===== src/rtl/collision_manager.sv =====
// collision_manager: per-frame collision accumulation, enemy hit-point and explosion
// tracking, and a kill-event queue for the score logic.
// Optional build macro: COLL_EVENT_FIFO_EN adds the kill-event FIFO with valid/ready handshake.
module collision_manager #(
  parameter int unsigned NP          = 2,
  parameter int unsigned NE          = 8,
  parameter int unsigned NPE         = 2,
  parameter int unsigned HP_W        = 2,
  parameter int unsigned EXPL_FRAMES = 16,
  parameter int unsigned FIFO_DEPTH  = 4
) (
  input  logic                    pixel_clk,
  input  logic                    Reset,
  input  logic                    frame_clk,
  input  logic                    ShipOn,
  input  logic [NP-1:0]           ProjOn,
  input  logic [NE-1:0]           EShipOn,
  input  logic [NE*NPE-1:0]       EProjOn,
  input  logic [NE-1:0]           spawn,
  input  logic [HP_W-1:0]         hp_init,
  output logic                    ShipColl,
  output logic [NP-1:0]           ProjColl,
  output logic [NE*NPE-1:0]       EProjColl,
  output logic [NE-1:0]           alive,
  output logic [NE-1:0]           ExplodeOn,
  output logic                    evt_valid,
  output logic [$clog2(NE)-1:0]   evt_idx,
  input  logic                    evt_ready,
  output logic                    evt_ovf
);
  localparam int unsigned IW  = $clog2(NE);
  localparam int unsigned TW  = 8;
  localparam int unsigned EPW = NE * NPE;

  typedef enum logic {S_IDLE, S_SCAN} state_t;

  state_t          state_q, state_d;
  logic [IW-1:0]   k_q, k_d;
  logic            fc_q, fc_d;
  logic            fe;
  logic [NE-1:0]   es;
  logic            ship_sig;
  logic [NP-1:0]   proj_sig;
  logic [NE-1:0]   esh_sig;
  logic [EPW-1:0]  eproj_sig;
  logic            acc_ship_q, acc_ship_d;
  logic [NP-1:0]   acc_proj_q, acc_proj_d;
  logic [NE-1:0]   acc_esh_q, acc_esh_d;
  logic [EPW-1:0]  acc_eproj_q, acc_eproj_d;
  logic            ship_coll_q, ship_coll_d;
  logic [NP-1:0]   proj_coll_q, proj_coll_d;
  logic [EPW-1:0]  eproj_coll_q, eproj_coll_d;
  logic [NE-1:0]   snap_q, snap_d;
  logic [NE-1:0]   alive_q, alive_d;
  logic [NE-1:0]   explode_q, explode_d;
  logic [HP_W-1:0] hp_q [NE];
  logic [HP_W-1:0] hp_d [NE];
  logic [TW-1:0]   timer_q [NE];
  logic [TW-1:0]   timer_d [NE];
  logic            ovf_q, ovf_d;
  logic            kill_c;
  logic [IW-1:0]   kill_idx_c;
  logic            missed_scan_c;
  logic            drop_c;

  // Frame edge detect, per-pixel hit terms, per-frame accumulation and output capture
  always_comb begin
    fc_d      = frame_clk;
    fe        = frame_clk & ~fc_q;
    es        = EShipOn & alive_q;
    ship_sig  = ShipOn & ((|EProjOn) | (|es));
    proj_sig  = ProjOn & {NP{|es}};
    esh_sig   = es & {NE{|ProjOn}};
    eproj_sig = EProjOn & {EPW{ShipOn}};
    acc_ship_d   = acc_ship_q | ship_sig;
    acc_proj_d   = acc_proj_q | proj_sig;
    acc_esh_d    = acc_esh_q | esh_sig;
    acc_eproj_d  = acc_eproj_q | eproj_sig;
    ship_coll_d  = ship_coll_q;
    proj_coll_d  = proj_coll_q;
    eproj_coll_d = eproj_coll_q;
    if (fe) begin
      // reload with this cycle's hits so no pixel straddling the edge is lost
      acc_ship_d   = ship_sig;
      acc_proj_d   = proj_sig;
      acc_esh_d    = esh_sig;
      acc_eproj_d  = eproj_sig;
      ship_coll_d  = acc_ship_q;
      proj_coll_d  = acc_proj_q;
      eproj_coll_d = acc_eproj_q;
    end
    // a running scan keeps working on the snapshot it started with
    snap_d = (fe && (state_q == S_IDLE)) ? acc_esh_q : snap_q;
  end

  // Scan FSM plus hit-point, alive and explosion-timer updates
  always_comb begin
    state_d       = state_q;
    k_d           = k_q;
    alive_d       = alive_q;
    hp_d          = hp_q;
    timer_d       = timer_q;
    kill_c        = 1'b0;
    kill_idx_c    = '0;
    missed_scan_c = 1'b0;
    if (fe) begin
      for (int unsigned i = 0; i < NE; i++) begin
        if (timer_q[i] != '0) timer_d[i] = timer_q[i] - TW'(1);
      end
    end
    case (state_q)
      S_IDLE: begin
        if (fe) begin
          state_d = S_SCAN;
          k_d     = '0;
        end
      end
      S_SCAN: begin
        missed_scan_c = fe;
        if (snap_q[k_q] && alive_q[k_q]) begin
          if (hp_q[k_q] > HP_W'(1)) begin
            hp_d[k_q] = hp_q[k_q] - HP_W'(1);
          end else begin
            hp_d[k_q]    = '0;
            alive_d[k_q] = 1'b0;
            timer_d[k_q] = TW'(EXPL_FRAMES);
            kill_c       = 1'b1;
            kill_idx_c   = k_q;
          end
        end
        if (k_q == IW'(NE - 1)) state_d = S_IDLE;
        else                    k_d     = k_q + IW'(1);
      end
      default: state_d = S_IDLE;
    endcase
    // spawn overrides everything for its index, including a same-cycle kill
    for (int unsigned i = 0; i < NE; i++) begin
      if (spawn[i]) begin
        alive_d[i] = 1'b1;
        hp_d[i]    = (hp_init == '0) ? HP_W'(1) : hp_init;
        timer_d[i] = '0;
        if (kill_c && (kill_idx_c == IW'(i))) kill_c = 1'b0;
      end
    end
    for (int unsigned i = 0; i < NE; i++) begin
      explode_d[i] = (timer_d[i] != '0);
    end
  end

  // Sticky overflow: missed scans, plus dropped events when the FIFO is built
  always_comb begin
    ovf_d = ovf_q | missed_scan_c | drop_c;
  end

  // Core state registers
  always_ff @(posedge pixel_clk) begin
    if (Reset) begin
      state_q      <= S_IDLE;
      k_q          <= '0;
      fc_q         <= 1'b0;
      acc_ship_q   <= 1'b0;
      acc_proj_q   <= '0;
      acc_esh_q    <= '0;
      acc_eproj_q  <= '0;
      ship_coll_q  <= 1'b0;
      proj_coll_q  <= '0;
      eproj_coll_q <= '0;
      snap_q       <= '0;
      alive_q      <= '0;
      explode_q    <= '0;
      ovf_q        <= 1'b0;
      for (int unsigned i = 0; i < NE; i++) begin
        hp_q[i]    <= '0;
        timer_q[i] <= '0;
      end
    end else begin
      state_q      <= state_d;
      k_q          <= k_d;
      fc_q         <= fc_d;
      acc_ship_q   <= acc_ship_d;
      acc_proj_q   <= acc_proj_d;
      acc_esh_q    <= acc_esh_d;
      acc_eproj_q  <= acc_eproj_d;
      ship_coll_q  <= ship_coll_d;
      proj_coll_q  <= proj_coll_d;
      eproj_coll_q <= eproj_coll_d;
      snap_q       <= snap_d;
      alive_q      <= alive_d;
      explode_q    <= explode_d;
      ovf_q        <= ovf_d;
      hp_q         <= hp_d;
      timer_q      <= timer_d;
    end
  end

`ifdef COLL_EVENT_FIFO_EN
  localparam int unsigned AW = $clog2(FIFO_DEPTH);
  localparam int unsigned CW = AW + 1;

  logic [IW-1:0] mem_q [FIFO_DEPTH];
  logic [IW-1:0] mem_d [FIFO_DEPTH];
  logic [AW-1:0] rd_q, rd_d, wr_q, wr_d;
  logic [CW-1:0] cnt_q, cnt_d;
  logic          valid_q, valid_d;
  logic [IW-1:0] head_q, head_d;
  logic          full_c, push_c, pop_c;

  // Kill-event FIFO; a push into a full FIFO survives only if the head pops that cycle
  always_comb begin
    mem_d  = mem_q;
    rd_d   = rd_q;
    wr_d   = wr_q;
    cnt_d  = cnt_q;
    full_c = (cnt_q == CW'(FIFO_DEPTH));
    pop_c  = valid_q & evt_ready;
    push_c = kill_c & (~full_c | pop_c);
    drop_c = kill_c & full_c & ~pop_c;
    if (push_c) begin
      mem_d[wr_q] = kill_idx_c;
      wr_d        = wr_q + AW'(1);
    end
    if (pop_c) rd_d = rd_q + AW'(1);
    if (push_c && !pop_c)      cnt_d = cnt_q + CW'(1);
    else if (pop_c && !push_c) cnt_d = cnt_q - CW'(1);
    valid_d = (cnt_d != '0);
    head_d  = valid_d ? mem_d[rd_d] : '0;
  end

  // FIFO registers
  always_ff @(posedge pixel_clk) begin
    if (Reset) begin
      rd_q    <= '0;
      wr_q    <= '0;
      cnt_q   <= '0;
      valid_q <= 1'b0;
      head_q  <= '0;
      for (int unsigned i = 0; i < FIFO_DEPTH; i++) mem_q[i] <= '0;
    end else begin
      rd_q    <= rd_d;
      wr_q    <= wr_d;
      cnt_q   <= cnt_d;
      valid_q <= valid_d;
      head_q  <= head_d;
      mem_q   <= mem_d;
    end
  end

  assign evt_valid = valid_q;
  assign evt_idx   = head_q;
`else
  logic unused_fifo;

  assign drop_c      = 1'b0;
  assign evt_valid   = 1'b0;
  assign evt_idx     = '0;
  assign unused_fifo = ^{evt_ready, kill_c, kill_idx_c, 1'(FIFO_DEPTH)};
`endif

  assign ShipColl  = ship_coll_q;
  assign ProjColl  = proj_coll_q;
  assign EProjColl = eproj_coll_q;
  assign alive     = alive_q;
  assign ExplodeOn = explode_q;
  assign evt_ovf   = ovf_q;

endmodule


===== config.mk =====
export PLATFORM = sky130hd
export DESIGN_NAME = collision_manager
export DESIGN_NICKNAME = d
export VERILOG_FILES = /design/src/rtl/collision_manager.sv
export SDC_FILE = /design/constraint.sdc
export NUM_CORES = 1
export LEC_CHECK = 0
export CELL_PAD_IN_SITES_DETAIL_PLACEMENT = 1
export CELL_PAD_IN_SITES_GLOBAL_PLACEMENT = 2
export CORE_AREA = 3 3 151 153
export CTS_BUF_LIST = sky130_fd_sc_hd__clkbuf_2
export DETAILED_ROUTE_END_ITERATION = 8
export DIE_AREA = 0 0 154 156
export PLACE_DENSITY = 0.85
export SYNTH_ARGS = -nofsm -noshare
export SYNTH_HDL_FRONTEND = slang
export SYNTH_SLANG_ARGS = --single-unit

===== constraint.sdc =====
create_clock -name pixel_clk -period 3.2 [get_ports pixel_clk]
set_input_delay 0.64 -clock pixel_clk [delete_from_list [all_inputs] [get_ports pixel_clk]]
set_output_delay 0.64 -clock pixel_clk [all_outputs]
set_load 0.005 [all_outputs]

* After elaboration in Yosys (flattened, before gate mapping)
Cells that the tools add are included.
** Word-level totals
- Register bits :: 156
- Input port bits :: 41
- Output and inout bits :: 40
- Word-level logic and storage cells :: 210
** Cells by class
- Add/subtract/negate cells :: 10
- Magnitude comparators :: 5
- Equality and inequality tests :: 11
- Multiplexer cells :: 68
- Bitwise operators :: 22
- Reduce and logical (&&, ||, !) cells :: 57
** Operator list (number)
- 64-bit 2-to-1 mux :: 4
- 8-bit 2-to-1 mux :: 21
- 8-bit nonzero test :: 16
- 16-bit 2-to-1 mux :: 4
- 8-bit by 1-bit subtractor with 8-bit output (second input constant) :: 8
- 56-bit AND :: 1
- 56-bit NOT :: 1
- 16-bit AND :: 2
- 2-bit nonzero test :: 16
- 2-bit 2-to-1 mux :: 13
- 8-bit AND :: 3
- 8-bit demux with 3-bit select :: 1
- 3-bit AND reduction :: 8
- 2-bit != test (second input constant) :: 10
- 2-bit AND reduction :: 9
- 16-bit bitwise mux :: 1
- 16-bit NOT :: 1
- 16-bit bitwise OR :: 1
- 8-bit bitwise OR :: 2
- 16-bit OR reduction :: 1
- 1-bit 2-to-1 mux :: 15
- 8-bit NOT :: 1
- 8-bit OR reduction :: 1
- 1-bit binary-select mux with 3-bit select :: 2
- 23 further kinds :: 31

* Longest topological paths before layout
Gate-level depths: netlist (run 1).
- Depth in word-level cells :: 12
- Gate-level depth with buffers :: 12
- Depth with buffers taken out :: 9

* Least setup slack after synthesis (run 1)
No wires, ideal clock.
- Path kind :: register to register
- Start :: reg k_q[0]
- End :: reg hp_q[14] (netlist bit)
- Setup time :: 117 ps
- Data arrival time :: 2274 ps
- Data required time :: 3083 ps
- Setup slack :: 809 ps
- Cell stages (with the launch flop) :: 12
- Buffers on the path :: 2
- Clock period less this slack :: 2391 ps
- Cell sequence :: dfxtp_1 -> buf_6 -> mux2_2 -> and3_1 -> nor4_1 -> ha_1 -> inv_1 -> o41ai_2 -> buf_4 -> nor2_1 -> mux2_1 -> a22o_1
** On the way
- Word-level cells in the longest chain between the ends :: 11
- Elaborated cells between the ends (all ways) :: 25
- Classes of those cells :: add/sub (1); order compare (3); mux (14); bitwise (3); reduce/logical (4)
** Ends and longest elaborated chain
- start, declared :: line 38 : logic [IW-1:0] k_q, k_d;
- start signal, assigned :: line 178 : k_q <= k_d;
- 3-bit NOT with 4-bit output (not written as such) :: line 121, 122, 124
- 4-bit >= comparator (not written as such) or 4-bit by 1-bit < comparator with 1-bit output (tied branches) :: line 122, 124
- 1-bit logical AND (not written as such) :: line 122, 124
- 2-bit 2-to-1 mux (not written as such) :: line 122, 124
- 2-bit demux with 3-bit select :: line 122, 124
- 16-bit NOT (no line)
- 16-bit AND (no line)
- 16-bit 2-to-1 mux :: line 121 : if (hp_q[k_q] > HP_W'(1)) begin
- 16-bit 2-to-1 mux :: line 120 : if (snap_q[k_q] && alive_q[k_q]) begin
- 16-bit 2-to-1 mux :: line 111 : case (state_q)
- 2-bit 2-to-1 mux :: line 138 : if (spawn[i]) begin
- end signal, assigned :: line 191 : hp_q <= hp_d;
- end, declared :: line 56 : logic [HP_W-1:0] hp_q [NE];
Parallel ways exist; a longest one is shown, timed or not. The select of a mux whose other input is x is not followed.
A chain may end at the register's enable or synchronous reset.

* Worst setup path in the final report (run 1)
- Start :: reg k_q[0]
- End :: reg explode_q[5], in the netlist ExplodeOn[5]
** On the way
- Word-level cells in the longest chain between the ends :: 12
- Elaborated cells between the ends (all ways) :: 23
- Classes of those cells :: order compare (3); mux (13); bitwise (4); reduce/logical (3)
** Ends and longest elaborated chain
- 3-bit NOT with 4-bit output (not written as such) :: line 121, 126
- 4-bit >= comparator (not written as such) or 4-bit by 1-bit < comparator with 1-bit output (tied branches) :: line 126 : timer_d[k_q] = TW'(EXPL_FRAMES);
- 1-bit logical AND (not written as such) :: line 126
- 8-bit 2-to-1 mux (not written as such) :: line 126
- 8-bit demux with 3-bit select :: line 126
- 56-bit NOT (no line)
- 56-bit AND (no line)
- 64-bit 2-to-1 mux :: line 121
- 64-bit 2-to-1 mux (*) :: line 120
- 64-bit 2-to-1 mux (*) :: line 111
- 8-bit 2-to-1 mux (*) :: line 138
- 8-bit nonzero test (*) :: line 146 : explode_d[i] = (timer_d[i] != '0);
- end signal, assigned :: line 189 : explode_q <= explode_d;
- end, declared :: line 55 : logic [NE-1:0] explode_q, explode_d;
Every way passes the cells marked *; elsewhere a longest branch is shown, timed or not. The select of a mux whose other input is x is not followed.

==> summary.txt, run 1 <==
Outcome
  – Result of the run: complete, no violations

Timing
  – Post-layout minimum cycle time: approximately 3.0 ns
  – Final Max Tran Viols: 0
  – Worst slew margin relative to its limit: about two fifths
  – Total Negative Setup Slacks: 0 ns
  – RSZ-0062 raised after global routing: no
  – Worst setup margin: approximately 0.23 ns
  – Measured slew at the worst slew-check pin: 0.913 ns
  – Final clock period utilization by the worst path: a little over 90%
  – Fmax: 337 MHz
  – Setup Viol. Count Final: 0
  – Final hold vios: 0
  – Setup Skew: 0.0369 ns

Job
  – Maxcap violations: 0

Cells and area
  – Register cell area after layout: 3120 µm²
  – Total area of multi-input combinational cells: 4080 µm²
  – Nets: 1021
  – Layout area overhead: 17.7%
  – Most frequent standard cell in the layout excluding fill and tap cells: dfxtp_1
  – Ratio of cells with drive above 1 in the final layout: 7.80%
  – Commonest cells after routing, fill and taps aside: dfxtp_1 (156), nor2_1 (135), nand2_1 (90)
  – Filler cell count in the final layout: 2571

CTS
  – Cell at the root of the clock tree: clkbuf_2
  – TritonCTS clock tree: built
  – Number of clock sinks: 156
  – Post-CTS setup buffers: 0
  – Worst skew pair latency: 0.79 ns
  – Maximum buffer depth of the clock tree: 2
  – Number of CTS-inserted buffers: 17
  – Count of instances resized after the clock tree is built: 0
  – Number of H-tree levels: 4
  – Number of buffers inserted for hold repair after clock tree synthesis: 0
  – Clock input transition at the sequential cells of the worst setup and hold paths: about 0.28 ns

Route
  – Routed len/inst: 16.2 µm
  – Via count: 6554
  – Antenna-violating nets left: 0
  – Detailed-route DRC error count: 0
  – Initial DRC count: 320
  – Per-cell via count in the routed design: between 5 and 6
  – Routed wire length: 20.3 mm
  – Initial DRT Pass Iterations: 5

Critical path
  – Largest fanout on the critical path: 8
  – Arr. time, crit path: 3.67 ns
  – Type of the worst setup path: reg2reg
  – Worst r2r src: k_q[0]
  – Critical path origin: k_q[0]
  – Critical path data required time: 3.90 ns
  – Crit path capture type: flip-flop
  – Critical path launch point type: flip-flop

Floorplanning
  – Core area: 21700 µm²
  – Die footprint: approximately 24000 µm²
  – Starting density of the core: roughly a third
  – DIE WIDTH: about 150 µm
  – Vertical die dimension: 156 µm
  – Std cell rows: 54
  – Num ports: 81

Worst hold path
  – Hold Path Class: in2reg
  – Worst Hold Launch: Reset

Synth
  – Cells after synthesis: 889
  – Cell area after synthesis: 7510 µm²
  – Syn Area/Cell: 8.44 µm²
  – Fraction of the yosys area taken by sequential cells: slightly above 40%
  – Flip-flop and latch count after synthesis: roughly 160
  – Total number of yosys warnings: 0
  – Primary flip-flop cell chosen by synthesis mapping: dfxtp_1
  – Post-synth ARST share: 0%
  – Number of enable-type register cells in the synthesized netlist: 0
  – Unique cell type count in the Yosys netlist: 73

Placement
  – Routability Congestion: between 0.8 and 0.9
  – DPL Wire Length: between 10 and 15 mm
  – Post-placement worst setup slack: 0.227 ns
  – Number of buffers added on ports: 75

Global route
  – Antenna violations before repair: 1
  – Pin count of the biggest net entering global routing: 65
  – Vias in the first global route: 6760
  – Global-route usage over all layers: 17.0%
  – Overall overflow remaining after global route: 0
  – Wire length of the first global-routing pass: around 34 mm

Power
  – Leakage Power: 3.28 nW
  – Worst IR drop on VDD: 0.000163 V
  – Total power per unit cell area: 479 nW/µm²
[worst max-delay path, cell delays in order (launching register included)]
cell and delay (ns):
dfxtp_1 0.58, buf_4 0.21, mux2i_1 0.18, nor3_1 0.09
o41ai_2 0.83, buf_4 0.28, nand4_1 0.25, o211ai_1 0.36
o21ai_1 0.13
[cell type report]
type                            instances  area share [%]
Multi-Input combinational cell        661            46.2
Sequential cell                       156            35.3
Timing Repair Buffer                   96            10.4
Tap cell                              280            3.97
Clock inverter                         15            1.90
Inverter                               29            1.23
Clock buffer                           17           0.963
Antenna cell                            1          0.0283
[Yosys cell counts, drive strengths merged, types with 6 or more instances]
master    n  area share (%)
nor2    136             6.9
xnor2    27             3.2
nand4    10             1.1
dfxtp   156              42
xor2     27             3.2
o31ai     7            0.70
nand2b   10            0.83
and2      6            0.50
o21ai    31             2.1
nand3    22             1.5
ha       19             3.2
inv      29             1.4
a31oi     9            0.75
a32oi     8            0.93
nor4     19             1.8
o211ai    7            0.83
nor2b     8            0.77
o21a      6            0.60
nand3b   10             1.0
nand2    91             4.6
buf      13             1.3
clkbuf   33             1.7
a211oi   11             1.2
a311oi    6            0.70
a22oi    25             2.5
a21oi    51             3.4
mux2i    23             3.1
mux2      7             1.0
nor3     31             2.1
[report_power, final]
group	total (mW)	leakage (nW)	internal [mW]	switching (mW)
sequential	2.17	1.28	2.07	0.106
clock	1.16	0.150	0.270	0.892
combinational	0.895	1.85	0.409	0.486
[final timing paths]
kind                            cells past startpoint      endpoint  slack [ns]
worst min-delay path                                2          fc_q        0.30
worst max register to register                      8  ExplodeOn[5]        0.23
worst min register to register                      2  EProjColl[2]        0.46
worst max-delay path                                8  ExplodeOn[5]        0.23
[flip-flops by register name (all words and copies together) (netlist names), 2 cells and up]
| register | flops |
|---|---|
| snap_q | 8 |
| alive | 8 |
| hp_q | 16 |
| acc_eproj_q | 16 |
| ProjColl | 2 |
| ExplodeOn | 8 |
| k_q | 3 |
| acc_esh_q | 8 |
| acc_proj_q | 2 |
| timer_q | 64 |
| EProjColl | 16 |
[kinds of logic (layout without fill, tap and decap cells)]
| logic type | Yosys count | in the layout | synth area share (%) |
|---|---|---|---|
| muxes | 31 | 31 | 4.42 |
| other | 1 | 5 | 0.0500 |
| DFF | 156 | 156 | 41.6 |
| buffers and inverters | 75 | 157 | 4.35 |
| AOI/OAI and AO/OA | 185 | 185 | 16.4 |
| xor gates and xnor gates | 54 | 54 | 6.30 |
| adders and majority gates | 19 | 19 | 3.17 |
| and+or+nand+nor | 368 | 368 | 23.7 |
[per-stage QoR]
stage               instances  util (%)  cell area, µm²  power [mW]  hold slack (ns)
global placement         1222      39.6            8580        3.09            0.440
detailed placement       1222      39.6            8580        3.11            0.448
finish                   1255      40.7            8830        4.23            0.296
CTS                      1254      40.7            8830        4.28            0.222
floorplan                 892         -            7520        2.80            0.432
global route             1255      40.7            8830        4.49            0.235
[layer usage]
metal	global-route usage [%]	wire, µm	vias up
met3	3.00	460	14
met5	0	0	-
met2	28.8	9740	66
met4	5.13	285	0
met1	22.3	9800	3186
li1	-	-	3288
(Power assumes the default switching activity.)
==> run 2: changes to the inputs <==
--- a/config.mk
+++ b/config.mk
@@ -7,11 +7,10 @@
 export LEC_CHECK = 0
 export CELL_PAD_IN_SITES_DETAIL_PLACEMENT = 1
 export CELL_PAD_IN_SITES_GLOBAL_PLACEMENT = 2
-export CORE_AREA = 3 3 151 153
-export CTS_BUF_LIST = sky130_fd_sc_hd__clkbuf_2
+export CORE_AREA = 2 2 152 154
 export DETAILED_ROUTE_END_ITERATION = 8
 export DIE_AREA = 0 0 154 156
-export PLACE_DENSITY = 0.85
+export PLACE_DENSITY = 0.83
 export SYNTH_ARGS = -nofsm -noshare
 export SYNTH_HDL_FRONTEND = slang
 export SYNTH_SLANG_ARGS = --single-unit
==> summary.txt, run 2 (synthesis results as in run 1) <==
Global route
  – Vias in the first global route: 6662
  – Global-route usage over all layers: 17.6%
  – Pin count of the biggest net entering global routing: 59
  – Antenna violations before repair: 0
  – Wire length of the first global-routing pass: 34.2 mm
  – Overall overflow remaining after global route: 0

Placement
  – Number of buffers added on ports: 75
  – Routability Congestion: 0.809
  – DPL Wire Length: 14.8 mm
  – # placed instances: 1230

Critical path
  – Cell type group with the largest total delay on the critical path: compound AO/OA/AOI/OAI gates
  – Arr. time, crit path: 3.22 ns
  – Largest stage delay on the critical path: ~0.67 ns
  – Stages on the worst setup path: 8
  – Type of the worst setup path: reg2reg
  – Crit path capture type: flip-flop
  – Critical path data required time: ~3.5 ns
  – Cell chain of the critical path: buf_4 -> mux2i_1 -> nor3_1 -> o41ai_2 -> buf_4 -> nand4_1 -> o211ai_1 -> o21ai_1
  – Most numerous cell on the critical path: buf_4
  – Slack of the worst reg-to-reg path: 0.28 ns
  – Cell depth of the worst flop-to-flop path: 8
  – Critical path launch point type: flip-flop
  – Largest fanout on the critical path: 10
  – Buf+Inv Stages, Crit Path: 2
  – Slowest CP cell: o41ai_2

Job
  – Maxcap violations: 0

CTS
  – Post-CTS setup buffers: 0
  – Number of H-tree levels: 4
  – Number of clock sinks: between 150 and 200
  – Number of CTS-inserted buffers: 17
  – TritonCTS clock tree: built
  – Maximum buffer depth of the clock tree: 2
  – Count of instances resized after the clock tree is built: 0
  – Number of buffers inserted for hold repair after clock tree synthesis: 0
  – Cell at the root of the clock tree: clkbuf_16
  – Worst skew pair latency: 0.42 ns
  – Clock input transition at the sequential cells of the worst setup and hold paths: 0.07 ns

Power
  – Power consumption: ~5.2 mW
  – Leakage Power: 3.44 nW
  – Worst IR drop on VDD: 0.000294 V
  – Total power per unit cell area: 561 nW/µm²

Timing
  – RSZ-0062 raised after global routing: no
  – Final clock period utilization by the worst path: 91.3%
  – Post-layout minimum cycle time: between 2 and 3 ns
  – Total Negative Setup Slacks: 0 ns
  – Final Max Tran Viols: 0
  – Fmax: 342 MHz
  – Measured slew at the worst slew-check pin: 0.816 ns
  – Setup Skew: 0.0114 ns
  – Final hold vios: 0
  – Worst slew margin relative to its limit: 45.1%
  – Setup Viol. Count Final: 0

Cells and area
  – Filler-free cell count of the finished design: roughly 1300
  – Inserted Diodes: 0
  – Register with the most flip-flops: timer_q
  – Nets: 1024
  – Flip-flop count of the largest register after layout: 64
  – Most frequent standard cell in the layout excluding fill and tap cells: dfxtp_1
  – Final Util: 41.2%
  – Commonest cells after routing, fill and taps aside: dfxtp_1 (156), nor2_1 (135), nand2_1 (90)
  – Layout area overhead: 22.7%
  – Ratio of cells with drive above 1 in the final layout: under 10%

Worst hold path
  – Number of cells on the worst hold path: 2
  – Hold Path Class: reg2reg

Floorplanning
  – Vertical die dimension: 156 µm
  – Num ports: 81
  – Starting density of the core: 33.6%
  – Die footprint: 24000 µm²
  – DIE WIDTH: 154 µm
  – Core area: roughly 22000 µm²
  – Std cell rows: 55

Route
  – Routed len/inst: 16.5 µm
  – Routed wire length: about 21 mm
  – Per-cell via count in the routed design: between 5 and 6
  – Initial DRC count: ~220
  – Antenna-violating nets left: 0
  – Initial DRT Pass Iterations: 4
  – Detailed-route DRC error count: 0
  – Via count: 6560

Outcome
  – Result of the run: complete, no violations
==> run 2: through the flow <==
stage          hold slack, ns  cell area [µm²]  setup WS (ns)
6_report                0.452             9210          0.277
3_3_place_gp            0.439             8610          0.324
2_1_floorplan           0.432             7520          0.809
5_1_grt                 0.468             9210          0.108
3_5_place_dp            0.445             8610          0.247
4_1_cts                 0.457             9210          0.267
==> run 2: path summary, 6_finish.rpt <==
kind,startpoint,to
setup reg to reg,k_q[0],ExplodeOn[5]
setup / recovery,k_q[0],ExplodeOn[5]
hold reg to reg,acc_eproj_q[12],EProjColl[12]
hold / removal,acc_eproj_q[12],EProjColl[12]
==> run 2: routing by layer <==
metal | track usage (%) | up-vias | part of all wire, %
li1 | - | 3293 | -
met1 | 21.9 | 3200 | 47
met3 | 2.81 | 17 | 1.9
met5 | 0 | - | 0
met4 | 4.98 | 0 | 1.3
met2 | 31.3 | 50 | 50
==> run 2: area by class of cell <==
cell class                      count  area, µm²
Multi-Input combinational cell    661       4080
Fill cell                        2627      13200
Clock inverter                     15        175
Clock buffer                       17        425
Sequential cell                   156       3120
Inverter                           29        109
Timing Repair Buffer               99        941
Tap cell                          285        357
==> run 2: worst register-to-register path: stages (launching register included) <==
cell and delay [ns]:
dfxtp_1 0.54, buf_4 0.25, mux2i_1 0.23, nor3_1 0.10, o41ai_2 0.67, buf_4 0.28
nand4_1 0.22, o211ai_1 0.36, o21ai_1 0.13
==> run 2: report_power, final <==
group	internal, mW	switching, mW	leakage [nW]	total, mW
logic	0.411	0.488	1.87	0.899
clock network	1.18	0.924	0.291	2.10
registers	2.06	0.107	1.28	2.17
total	3.65	1.52	3.44	5.17
